[src/rtl/decode_exec_writeback_if.sv]
// Bundle of decode, ALU and write-back signals for the RV32I decode/execute/write-back slice.
// The slave modport is the slice itself; the master side drives instructions, operands and write-back requests.
interface decode_exec_writeback_if #(
  parameter int XLEN  = 32,
  parameter int NREGS = 32
);
  // Decoder
  logic [31:0]         inst_i;
  logic [4:0]          rd_o;
  logic [4:0]          rs1_o;
  logic [4:0]          rs2_o;
  logic [XLEN-1:0]     imm_o;
  logic                sig_mem_we_o;
  logic                sig_wb_we_o;
  logic [1:0]          sig_wb_src_o;
  logic                sig_alu_src2_o;
  logic [3:0]          sig_alu_op_o;
  logic                sig_ebreak_o;
  logic                sig_illegal_o;
  // ALU
  logic [XLEN-1:0]     alu_rs1_i;
  logic [XLEN-1:0]     alu_rs2_i;
  logic [XLEN-1:0]     alu_imm_i;
  logic                alu_sig_src2_i;
  logic [3:0]          alu_sig_op_i;
  logic [XLEN-1:0]     res_o;
  // Write-back and register file
  logic                wb_we_i;
  logic [4:0]          wb_rd_i;
  logic [XLEN-1:0]     wb_res_alu_i;
  logic [XLEN-1:0]     wb_res_mem_i;
  logic [XLEN-1:0]     wb_res_pc_i;
  logic [1:0]          wb_sig_src_i;
  logic [XLEN*NREGS-1:0] gpr_o;

  modport slave (
    input  inst_i, alu_rs1_i, alu_rs2_i, alu_imm_i, alu_sig_src2_i, alu_sig_op_i,
           wb_we_i, wb_rd_i, wb_res_alu_i, wb_res_mem_i, wb_res_pc_i, wb_sig_src_i,
    output rd_o, rs1_o, rs2_o, imm_o, sig_mem_we_o, sig_wb_we_o, sig_wb_src_o,
           sig_alu_src2_o, sig_alu_op_o, sig_ebreak_o, sig_illegal_o, res_o, gpr_o
  );

  modport master (
    output inst_i, alu_rs1_i, alu_rs2_i, alu_imm_i, alu_sig_src2_i, alu_sig_op_i,
           wb_we_i, wb_rd_i, wb_res_alu_i, wb_res_mem_i, wb_res_pc_i, wb_sig_src_i,
    input  rd_o, rs1_o, rs2_o, imm_o, sig_mem_we_o, sig_wb_we_o, sig_wb_src_o,
           sig_alu_src2_o, sig_alu_op_o, sig_ebreak_o, sig_illegal_o, res_o, gpr_o
  );
endinterface

[src/rtl/decode_exec_writeback.sv]
// RV32I decode/execute/write-back slice: combinational decoder and ALU, plus the
// 31x32 register file written at write-back (x0 hard-wired to zero).
module decode_exec_writeback #(
  parameter int XLEN  = 32,
  parameter int NREGS = 32
) (
  input logic                  clk_i,
  input logic                  rst_ni,
  decode_exec_writeback_if.slave bus
);
  localparam logic [6:0] OPC_OP     = 7'b0110011;
  localparam logic [6:0] OPC_OPIMM  = 7'b0010011;
  localparam logic [6:0] OPC_LUI    = 7'b0110111;
  localparam logic [6:0] OPC_LOAD   = 7'b0000011;
  localparam logic [6:0] OPC_STORE  = 7'b0100011;
  localparam logic [6:0] OPC_BRANCH = 7'b1100011;
  localparam logic [6:0] OPC_JAL    = 7'b1101111;
  localparam logic [6:0] OPC_JALR   = 7'b1100111;
  localparam logic [6:0] OPC_SYSTEM = 7'b1110011;

  localparam logic [3:0] ALU_ADD = 4'd0,  ALU_SUB = 4'd1,  ALU_SLL = 4'd2,  ALU_SLT = 4'd3;
  localparam logic [3:0] ALU_SLTU = 4'd4, ALU_XOR = 4'd5,  ALU_SRL = 4'd6,  ALU_SRA = 4'd7;
  localparam logic [3:0] ALU_OR = 4'd8,   ALU_AND = 4'd9,  ALU_EQ = 4'd10,  ALU_NE = 4'd11;
  localparam logic [3:0] ALU_LT = 4'd12,  ALU_GE = 4'd13,  ALU_LTU = 4'd14, ALU_GEU = 4'd15;

  localparam logic [1:0] WB_ALU = 2'd0, WB_MEM = 2'd1, WB_PC = 2'd2;

  // funct3 to ALU op for OP/OP-IMM; alt selects SUB or SRA
  function automatic logic [3:0] arith_op(input logic [2:0] f3, input logic alt);
    case (f3)
      3'b000:  arith_op = alt ? ALU_SUB : ALU_ADD;
      3'b001:  arith_op = ALU_SLL;
      3'b010:  arith_op = ALU_SLT;
      3'b011:  arith_op = ALU_SLTU;
      3'b100:  arith_op = ALU_XOR;
      3'b101:  arith_op = alt ? ALU_SRA : ALU_SRL;
      3'b110:  arith_op = ALU_OR;
      default: arith_op = ALU_AND;
    endcase
  endfunction

  logic [6:0]      opcode_s;
  logic [2:0]      funct3_s;
  logic [31:0]     imm_i_s, imm_s_s, imm_b_s, imm_u_s, imm_j_s;
  logic [XLEN-1:0] op2_s;
  logic [4:0]      shamt_s;
  logic [XLEN-1:0] wb_data_d;
  logic [XLEN-1:0] regs_q [1:NREGS-1];

  assign opcode_s = bus.inst_i[6:0];
  assign funct3_s = bus.inst_i[14:12];
  assign imm_i_s  = {{20{bus.inst_i[31]}}, bus.inst_i[31:20]};
  assign imm_s_s  = {{20{bus.inst_i[31]}}, bus.inst_i[31:25], bus.inst_i[11:7]};
  assign imm_b_s  = {{20{bus.inst_i[31]}}, bus.inst_i[7], bus.inst_i[30:25], bus.inst_i[11:8], 1'b0};
  assign imm_u_s  = {bus.inst_i[31:12], 12'b0};
  assign imm_j_s  = {{12{bus.inst_i[31]}}, bus.inst_i[19:12], bus.inst_i[20], bus.inst_i[30:21], 1'b0};

  // Instruction decoder
  always_comb begin
    bus.rd_o           = bus.inst_i[11:7];
    bus.rs1_o          = bus.inst_i[19:15];
    bus.rs2_o          = bus.inst_i[24:20];
    bus.imm_o          = imm_i_s;
    bus.sig_mem_we_o   = 1'b0;
    bus.sig_wb_we_o    = 1'b0;
    bus.sig_wb_src_o   = WB_ALU;
    bus.sig_alu_src2_o = 1'b0;
    bus.sig_alu_op_o   = ALU_ADD;
    bus.sig_ebreak_o   = 1'b0;
    bus.sig_illegal_o  = 1'b0;
    case (opcode_s)
      OPC_OP: begin
        bus.sig_alu_op_o = arith_op(funct3_s, bus.inst_i[30]);
        bus.sig_wb_we_o  = 1'b1;
      end
      OPC_OPIMM: begin
        bus.sig_alu_op_o   = arith_op(funct3_s, (funct3_s == 3'b101) && bus.inst_i[30]);
        bus.sig_alu_src2_o = 1'b1;
        bus.sig_wb_we_o    = 1'b1;
      end
      OPC_LUI: begin
        bus.rs1_o          = 5'd0;
        bus.imm_o          = imm_u_s;
        bus.sig_alu_src2_o = 1'b1;
        bus.sig_wb_we_o    = 1'b1;
      end
      OPC_LOAD: begin
        bus.sig_alu_src2_o = 1'b1;
        bus.sig_wb_we_o    = 1'b1;
        bus.sig_wb_src_o   = WB_MEM;
      end
      OPC_STORE: begin
        bus.imm_o          = imm_s_s;
        bus.sig_alu_src2_o = 1'b1;
        bus.sig_mem_we_o   = 1'b1;
      end
      OPC_BRANCH: begin
        bus.imm_o = imm_b_s;
        case (funct3_s)
          3'b000:  bus.sig_alu_op_o = ALU_EQ;
          3'b001:  bus.sig_alu_op_o = ALU_NE;
          3'b100:  bus.sig_alu_op_o = ALU_LT;
          3'b101:  bus.sig_alu_op_o = ALU_GE;
          3'b110:  bus.sig_alu_op_o = ALU_LTU;
          3'b111:  bus.sig_alu_op_o = ALU_GEU;
          default: bus.sig_illegal_o = 1'b1;
        endcase
      end
      OPC_JAL: begin
        bus.imm_o        = imm_j_s;
        bus.sig_wb_we_o  = 1'b1;
        bus.sig_wb_src_o = WB_PC;
      end
      OPC_JALR: begin
        bus.sig_alu_src2_o = 1'b1;
        bus.sig_wb_we_o    = 1'b1;
        bus.sig_wb_src_o   = WB_PC;
      end
      OPC_SYSTEM: begin
        if (bus.inst_i == 32'h0010_0073) begin
          bus.sig_ebreak_o = 1'b1;
        end else begin
          bus.sig_illegal_o = 1'b1;
        end
      end
      default: bus.sig_illegal_o = 1'b1;
    endcase
  end

  assign op2_s   = bus.alu_sig_src2_i ? bus.alu_imm_i : bus.alu_rs2_i;
  assign shamt_s = op2_s[4:0];

  // ALU; compare ops return the branch-taken flag in bit 0
  always_comb begin
    case (bus.alu_sig_op_i)
      ALU_ADD:  bus.res_o = bus.alu_rs1_i + op2_s;
      ALU_SUB:  bus.res_o = bus.alu_rs1_i - op2_s;
      ALU_SLL:  bus.res_o = bus.alu_rs1_i << shamt_s;
      ALU_SLT:  bus.res_o = {31'd0, $signed(bus.alu_rs1_i) < $signed(op2_s)};
      ALU_SLTU: bus.res_o = {31'd0, bus.alu_rs1_i < op2_s};
      ALU_XOR:  bus.res_o = bus.alu_rs1_i ^ op2_s;
      ALU_SRL:  bus.res_o = bus.alu_rs1_i >> shamt_s;
      ALU_SRA:  bus.res_o = $signed(bus.alu_rs1_i) >>> shamt_s;
      ALU_OR:   bus.res_o = bus.alu_rs1_i | op2_s;
      ALU_AND:  bus.res_o = bus.alu_rs1_i & op2_s;
      ALU_EQ:   bus.res_o = {31'd0, bus.alu_rs1_i == op2_s};
      ALU_NE:   bus.res_o = {31'd0, bus.alu_rs1_i != op2_s};
      ALU_LT:   bus.res_o = {31'd0, $signed(bus.alu_rs1_i) < $signed(op2_s)};
      ALU_GE:   bus.res_o = {31'd0, $signed(bus.alu_rs1_i) >= $signed(op2_s)};
      ALU_LTU:  bus.res_o = {31'd0, bus.alu_rs1_i < op2_s};
      ALU_GEU:  bus.res_o = {31'd0, bus.alu_rs1_i >= op2_s};
      default:  bus.res_o = {XLEN{1'b0}};
    endcase
  end

  // Write-back data select; the unused encoding falls back to the ALU result
  always_comb begin
    case (bus.wb_sig_src_i)
      WB_ALU:  wb_data_d = bus.wb_res_alu_i;
      WB_MEM:  wb_data_d = bus.wb_res_mem_i;
      WB_PC:   wb_data_d = bus.wb_res_pc_i + 32'd4;
      default: wb_data_d = bus.wb_res_alu_i;
    endcase
  end

  // Register file x1..x31
  always_ff @(posedge clk_i or negedge rst_ni) begin
    if (!rst_ni) begin
      for (int i = 1; i < NREGS; i++) begin
        regs_q[i] <= {XLEN{1'b0}};
      end
    end else if (bus.wb_we_i && (bus.wb_rd_i != 5'd0)) begin
      regs_q[bus.wb_rd_i] <= wb_data_d;
    end
  end

  // Flattened register view with x0 tied to zero
  always_comb begin
    bus.gpr_o[XLEN-1:0] = {XLEN{1'b0}};
    for (int i = 1; i < NREGS; i++) begin
      bus.gpr_o[i*XLEN +: XLEN] = regs_q[i];
    end
  end
endmodule

[src/flat_wrapper.sv]
// flat-port wrapper written by rule: the top's interface ports become plain ports
module decode_exec_writeback_flat 
#(
  parameter int XLEN  = 32,
  parameter int NREGS = 32
)
  (clk_i, rst_ni, bus_inst_i, bus_alu_rs1_i, bus_alu_rs2_i, bus_alu_imm_i, bus_alu_sig_src2_i, bus_alu_sig_op_i, bus_wb_we_i, bus_wb_rd_i, bus_wb_res_alu_i, bus_wb_res_mem_i, bus_wb_res_pc_i, bus_wb_sig_src_i, bus_rd_o, bus_rs1_o, bus_rs2_o, bus_imm_o, bus_sig_mem_we_o, bus_sig_wb_we_o, bus_sig_wb_src_o, bus_sig_alu_src2_o, bus_sig_alu_op_o, bus_sig_ebreak_o, bus_sig_illegal_o, bus_res_o, bus_gpr_o);
  decode_exec_writeback_if #(.XLEN(XLEN), .NREGS(NREGS)) bus_i ();
  input logic clk_i;
  input logic rst_ni;
  input wire logic [$bits(bus_i.inst_i)-1:0] bus_inst_i;
  input wire logic [$bits(bus_i.alu_rs1_i)-1:0] bus_alu_rs1_i;
  input wire logic [$bits(bus_i.alu_rs2_i)-1:0] bus_alu_rs2_i;
  input wire logic [$bits(bus_i.alu_imm_i)-1:0] bus_alu_imm_i;
  input wire logic [$bits(bus_i.alu_sig_src2_i)-1:0] bus_alu_sig_src2_i;
  input wire logic [$bits(bus_i.alu_sig_op_i)-1:0] bus_alu_sig_op_i;
  input wire logic [$bits(bus_i.wb_we_i)-1:0] bus_wb_we_i;
  input wire logic [$bits(bus_i.wb_rd_i)-1:0] bus_wb_rd_i;
  input wire logic [$bits(bus_i.wb_res_alu_i)-1:0] bus_wb_res_alu_i;
  input wire logic [$bits(bus_i.wb_res_mem_i)-1:0] bus_wb_res_mem_i;
  input wire logic [$bits(bus_i.wb_res_pc_i)-1:0] bus_wb_res_pc_i;
  input wire logic [$bits(bus_i.wb_sig_src_i)-1:0] bus_wb_sig_src_i;
  output wire logic [$bits(bus_i.rd_o)-1:0] bus_rd_o;
  output wire logic [$bits(bus_i.rs1_o)-1:0] bus_rs1_o;
  output wire logic [$bits(bus_i.rs2_o)-1:0] bus_rs2_o;
  output wire logic [$bits(bus_i.imm_o)-1:0] bus_imm_o;
  output wire logic [$bits(bus_i.sig_mem_we_o)-1:0] bus_sig_mem_we_o;
  output wire logic [$bits(bus_i.sig_wb_we_o)-1:0] bus_sig_wb_we_o;
  output wire logic [$bits(bus_i.sig_wb_src_o)-1:0] bus_sig_wb_src_o;
  output wire logic [$bits(bus_i.sig_alu_src2_o)-1:0] bus_sig_alu_src2_o;
  output wire logic [$bits(bus_i.sig_alu_op_o)-1:0] bus_sig_alu_op_o;
  output wire logic [$bits(bus_i.sig_ebreak_o)-1:0] bus_sig_ebreak_o;
  output wire logic [$bits(bus_i.sig_illegal_o)-1:0] bus_sig_illegal_o;
  output wire logic [$bits(bus_i.res_o)-1:0] bus_res_o;
  output wire logic [$bits(bus_i.gpr_o)-1:0] bus_gpr_o;
  assign bus_i.inst_i = bus_inst_i;
  assign bus_i.alu_rs1_i = bus_alu_rs1_i;
  assign bus_i.alu_rs2_i = bus_alu_rs2_i;
  assign bus_i.alu_imm_i = bus_alu_imm_i;
  assign bus_i.alu_sig_src2_i = bus_alu_sig_src2_i;
  assign bus_i.alu_sig_op_i = bus_alu_sig_op_i;
  assign bus_i.wb_we_i = bus_wb_we_i;
  assign bus_i.wb_rd_i = bus_wb_rd_i;
  assign bus_i.wb_res_alu_i = bus_wb_res_alu_i;
  assign bus_i.wb_res_mem_i = bus_wb_res_mem_i;
  assign bus_i.wb_res_pc_i = bus_wb_res_pc_i;
  assign bus_i.wb_sig_src_i = bus_wb_sig_src_i;
  assign bus_rd_o = bus_i.rd_o;
  assign bus_rs1_o = bus_i.rs1_o;
  assign bus_rs2_o = bus_i.rs2_o;
  assign bus_imm_o = bus_i.imm_o;
  assign bus_sig_mem_we_o = bus_i.sig_mem_we_o;
  assign bus_sig_wb_we_o = bus_i.sig_wb_we_o;
  assign bus_sig_wb_src_o = bus_i.sig_wb_src_o;
  assign bus_sig_alu_src2_o = bus_i.sig_alu_src2_o;
  assign bus_sig_alu_op_o = bus_i.sig_alu_op_o;
  assign bus_sig_ebreak_o = bus_i.sig_ebreak_o;
  assign bus_sig_illegal_o = bus_i.sig_illegal_o;
  assign bus_res_o = bus_i.res_o;
  assign bus_gpr_o = bus_i.gpr_o;
  decode_exec_writeback #(.XLEN(XLEN), .NREGS(NREGS)) u_core (.clk_i(clk_i), .rst_ni(rst_ni), .bus(bus_i));
endmodule
[config.mk]
export PLATFORM = sky130hd
export DESIGN_NAME = decode_exec_writeback_flat
export DESIGN_NICKNAME = d
export VERILOG_FILES = /design/src/rtl/decode_exec_writeback_if.sv /design/src/rtl/decode_exec_writeback.sv /design/src/flat_wrapper.sv
export SDC_FILE = /design/constraint.sdc
export NUM_CORES = 2
export LEC_CHECK = 0
export ABC_AREA = 1
export BUFFER_PORTS_ARGS = -buffer_cell sky130_fd_sc_hd__buf_2
export CAP_MARGIN = 20
export CORE_AREA = 2 2 534 536
export DETAILED_ROUTE_END_ITERATION = 8
export DIE_AREA = 0 0 536 538
export PLACE_DENSITY = 0.41
export SETUP_SLACK_MARGIN = 0.02
export SLEW_MARGIN = 10
export SYNTH_ARGS = -nofsm -noshare
export SYNTH_HDL_FRONTEND = slang
export SYNTH_SLANG_ARGS = --single-unit
[constraint.sdc]
create_clock -name clk_i -period 9.85 [get_ports clk_i]
set_clock_uncertainty 0.2 [all_clocks]
set_input_delay 0.985 -clock clk_i [delete_from_list [all_inputs] [get_ports clk_i]]
set_output_delay 0.985 -clock clk_i [all_outputs]
set_load 0.005 [all_outputs]
==> summary.md <==
| Metric | Value |
|---|---|
| Outcome | `finished clean` |
| Pwr Total | `13.5 mW` |
| Vias | `49748` |
| Least-Margin Pin Slew | `1130 ps` |
| Syn. warnings | `0` |
| Max_slew headroom | `24.1%` |
| Final setup fails | `0` |
| Buffers on Ports | `1320` |
| Hold Fails Final Rpt | `0` |
| Syn-to-layout area delta | `29.8%` |
| Grt total ovfl | `0` |
| Core ar. | `283000 sq um` |
| DIE AREA | `288000 sq um` |
| CTS Buffer Depth | `3` |
| Worst skew pair latency | `830 ps` |
| Hold_sp | `u_core.bus.gpr_o[816]` |
| Final WL | `295000 microns` |
| Peak Freq | `148 MHz` |
| Pwr/cell area | `211 nW/um^2` |
| Area contributors post-synth | `dfrtp_1, nand2_1, nand3_1` |
| Commonest non-fill, non-tap cell in the layout | `nand2_1` |
| DRC viols | `0` |
| Post-CTS Resized | `0` |
| Top Layer Used | `met5` |
| Layout cells sized above 1 | `23.9%` |
| RR Startpoint | `u_core.bus.gpr_o[970]` |
| CTS Sinks | `992` |
| Area of the multi-input gates | `21300 sq um` |
| DP HPWL | `223000 microns` |
| Worst Setup SP | `bus_alu_sig_src2_i` |
| CP Launch Type | `primary input` |
| Mapped Area | `49300 sq um` |
| Number of enable flip-flop cells after synthesis | `0` |
| Core Rows | `196` |
| Worst Setup End Kind | `primary output` |
| Die Wd | `536 microns` |
| Utilization after layout | `22.6%` |
| Clock transition at path regs | `60 ps` |
| VDD IR-drop max | `205 uV` |
| Die height | `538 microns` |
| Period minus WS final | `6750 ps` |
| Average vias per placed instance | `4.40` |
| Most frequent cells in the layout | `nand2_1, buf_2, dfrtp_1` |
| Max H-tree Level | `3` |
| Largest net degree at the start of global routing | `157` |
| Met3 wire len | `21100 microns` |
| Antenna viol nets, final | `0` |
| Wire length per cell | `26.1 microns` |
| Syn Inst Count | `6319` |
| WP data required | `8670 ps` |
| Max Cap Viol | `0` |
| Post-synthesis sequential area ratio | `50.4%` |
| Final nets | `7801` |
| FF+latch area | `24800 sq um` |
| Top-area cell type share of the netlist area | `50.4%` |
| CTS root buf | `clkbuf_16` |
| Initial antenna violation count | `22` |
| Asr flop ratio synth | `100%` |
| Fin. max-slew vios | `0` |
| Vias in the first global route | `48504` |
| Worst-path maximum fanout | `77` |
| Period utilisation layout | `68.5%` |
| Post-Syn Area per Cell | `7.80 sq um` |
| All-Layer GR Usage | `19.6%` |
| Crit path arrival time | `5570 ps` |
| Setup CP Type | `in2out` |
| Synth cell types | `56` |
| Fillers | `31928` |
| Number of CTS-inserted buffers | `113` |
| LEAKAGE | `33.7 nW` |
| Yosys reg bits | `992` |
| Worst hold path type | `reg2reg` |
| RSZ-0062 raised after global routing | `false` |
| Ys flop type | `dfrtp_1` |
| Largest register FFs | `992` |
| First-pass GRT wire length | `401000 microns` |
| Initial DRC Count | `4557` |
| Cell taking the most area after synthesis | `dfrtp_1` |
| Met2 routed WL | `142000 microns` |
| Routability congestion estimate | `0.919` |
| TritonCTS clock tree | `built` |
| M1 wire length | `120000 microns` |
| TNS Setup | `0 ps` |
| Initial Util | `17.4%` |
| Drt pass-1 iters | `8` |
| I/O pin total | `1353` |
## stage by stage
step	cell area (sq um)	instances	hold slack, ps	worst slack (ps)
global route	64000	11297	285	2600
floorplan	49400	6350	273	5280
global placement	59900	11079	260	2970
CTS	63700	11281	275	3070
detailed placement	59900	11082	260	3070
finish	64000	11303	273	3100
## worst paths after layout
kind	cells past startpoint	slack, ps	end
max	22	3100	bus_res_o[29]
min reg2reg	2	270	u_core.bus.gpr_o[816]
max in group asynchronous	4	6490	u_core.bus.gpr_o[892]
min	2	270	u_core.bus.gpr_o[816]
max reg2reg	2	8840	u_core.bus.gpr_o[970]
min in group asynchronous	2	460	u_core.bus.gpr_o[218]
## layout make-up
type / count / share of cell area, %
Sequential cell: 992 / 38.8
Clock inverter: 32 / 0.772
Tap cell: 3762 / 7.36
Inverter: 385 / 2.26
Multi-Input combinational cell: 4491 / 33.3
Antenna cell: 10 / 0.0391
Clock buffer: 166 / 5.17
Timing Repair Buffer: 1465 / 12.3
## cells in the mapped netlist, types with 41 or more instances
cell type and instances:
nand2_1 2040, dfrtp_1 992, nand3_1 796, o21ai_0 724, inv_1 362, clkbuf_1 311, nor2_1 257, a21oi_1 171
ha_1 112, buf_2 71, o21ai_1 56, or2_2 50, nand4_1 48, buf_4 47, buf_1 41
## critical path, stage by stage
cell and delay, ps:
buf_2 90, buf_4 240, inv_2 540, nand2_1 140, nand2_2 80, buf_4 550, inv_2 90, buf_4 390
ha_1 460, inv_1 130, nand2_1 70, nand2_1 50, o21ai_0 170, o21ai_0 450, nand3_1 130, nand2_1 210
nand3b_1 130, nand2_1 80, nand2_1 50, nand3_1 70, nand4_1 160, buf_2 200
## power by group
group          total, mW  leakage [nW]  switching, mW  internal, mW
clock               4.35          1.84           1.89          2.46
combinational       3.77          18.9           2.53          1.24
sequential          5.40          12.9          0.474          4.93
total               13.5          33.7           4.89          8.64
## repair_timing
item / in CTS / in global routing
setup buffers: 0 / 0
hold buffers: 1 / 0
endpoints found under the setup margin: 0 / 0
endpoints found under the hold margin: 12 / 0
## kinds of logic after synthesis
family	after synthesis	share of synthesized area, %
AND/OR/NAND/NOR	3269	27.8
AO/OA/AOI/OAI	1063	11.4
XOR/XNOR	13	0.231
buffers and inverters	867	7.30
other	1	0.00761
flip-flops	992	50.4
adder cells (fa/ha/maj)	114	2.92
## per-layer routing
metal	track usage, %	vias up
met5	0	-
met4	7.06	8
met3	4.14	387
met2	33.4	2056
met1	24.2	24503
li1	-	22794
No activity file was read; power rests on OpenSTA's default activity.
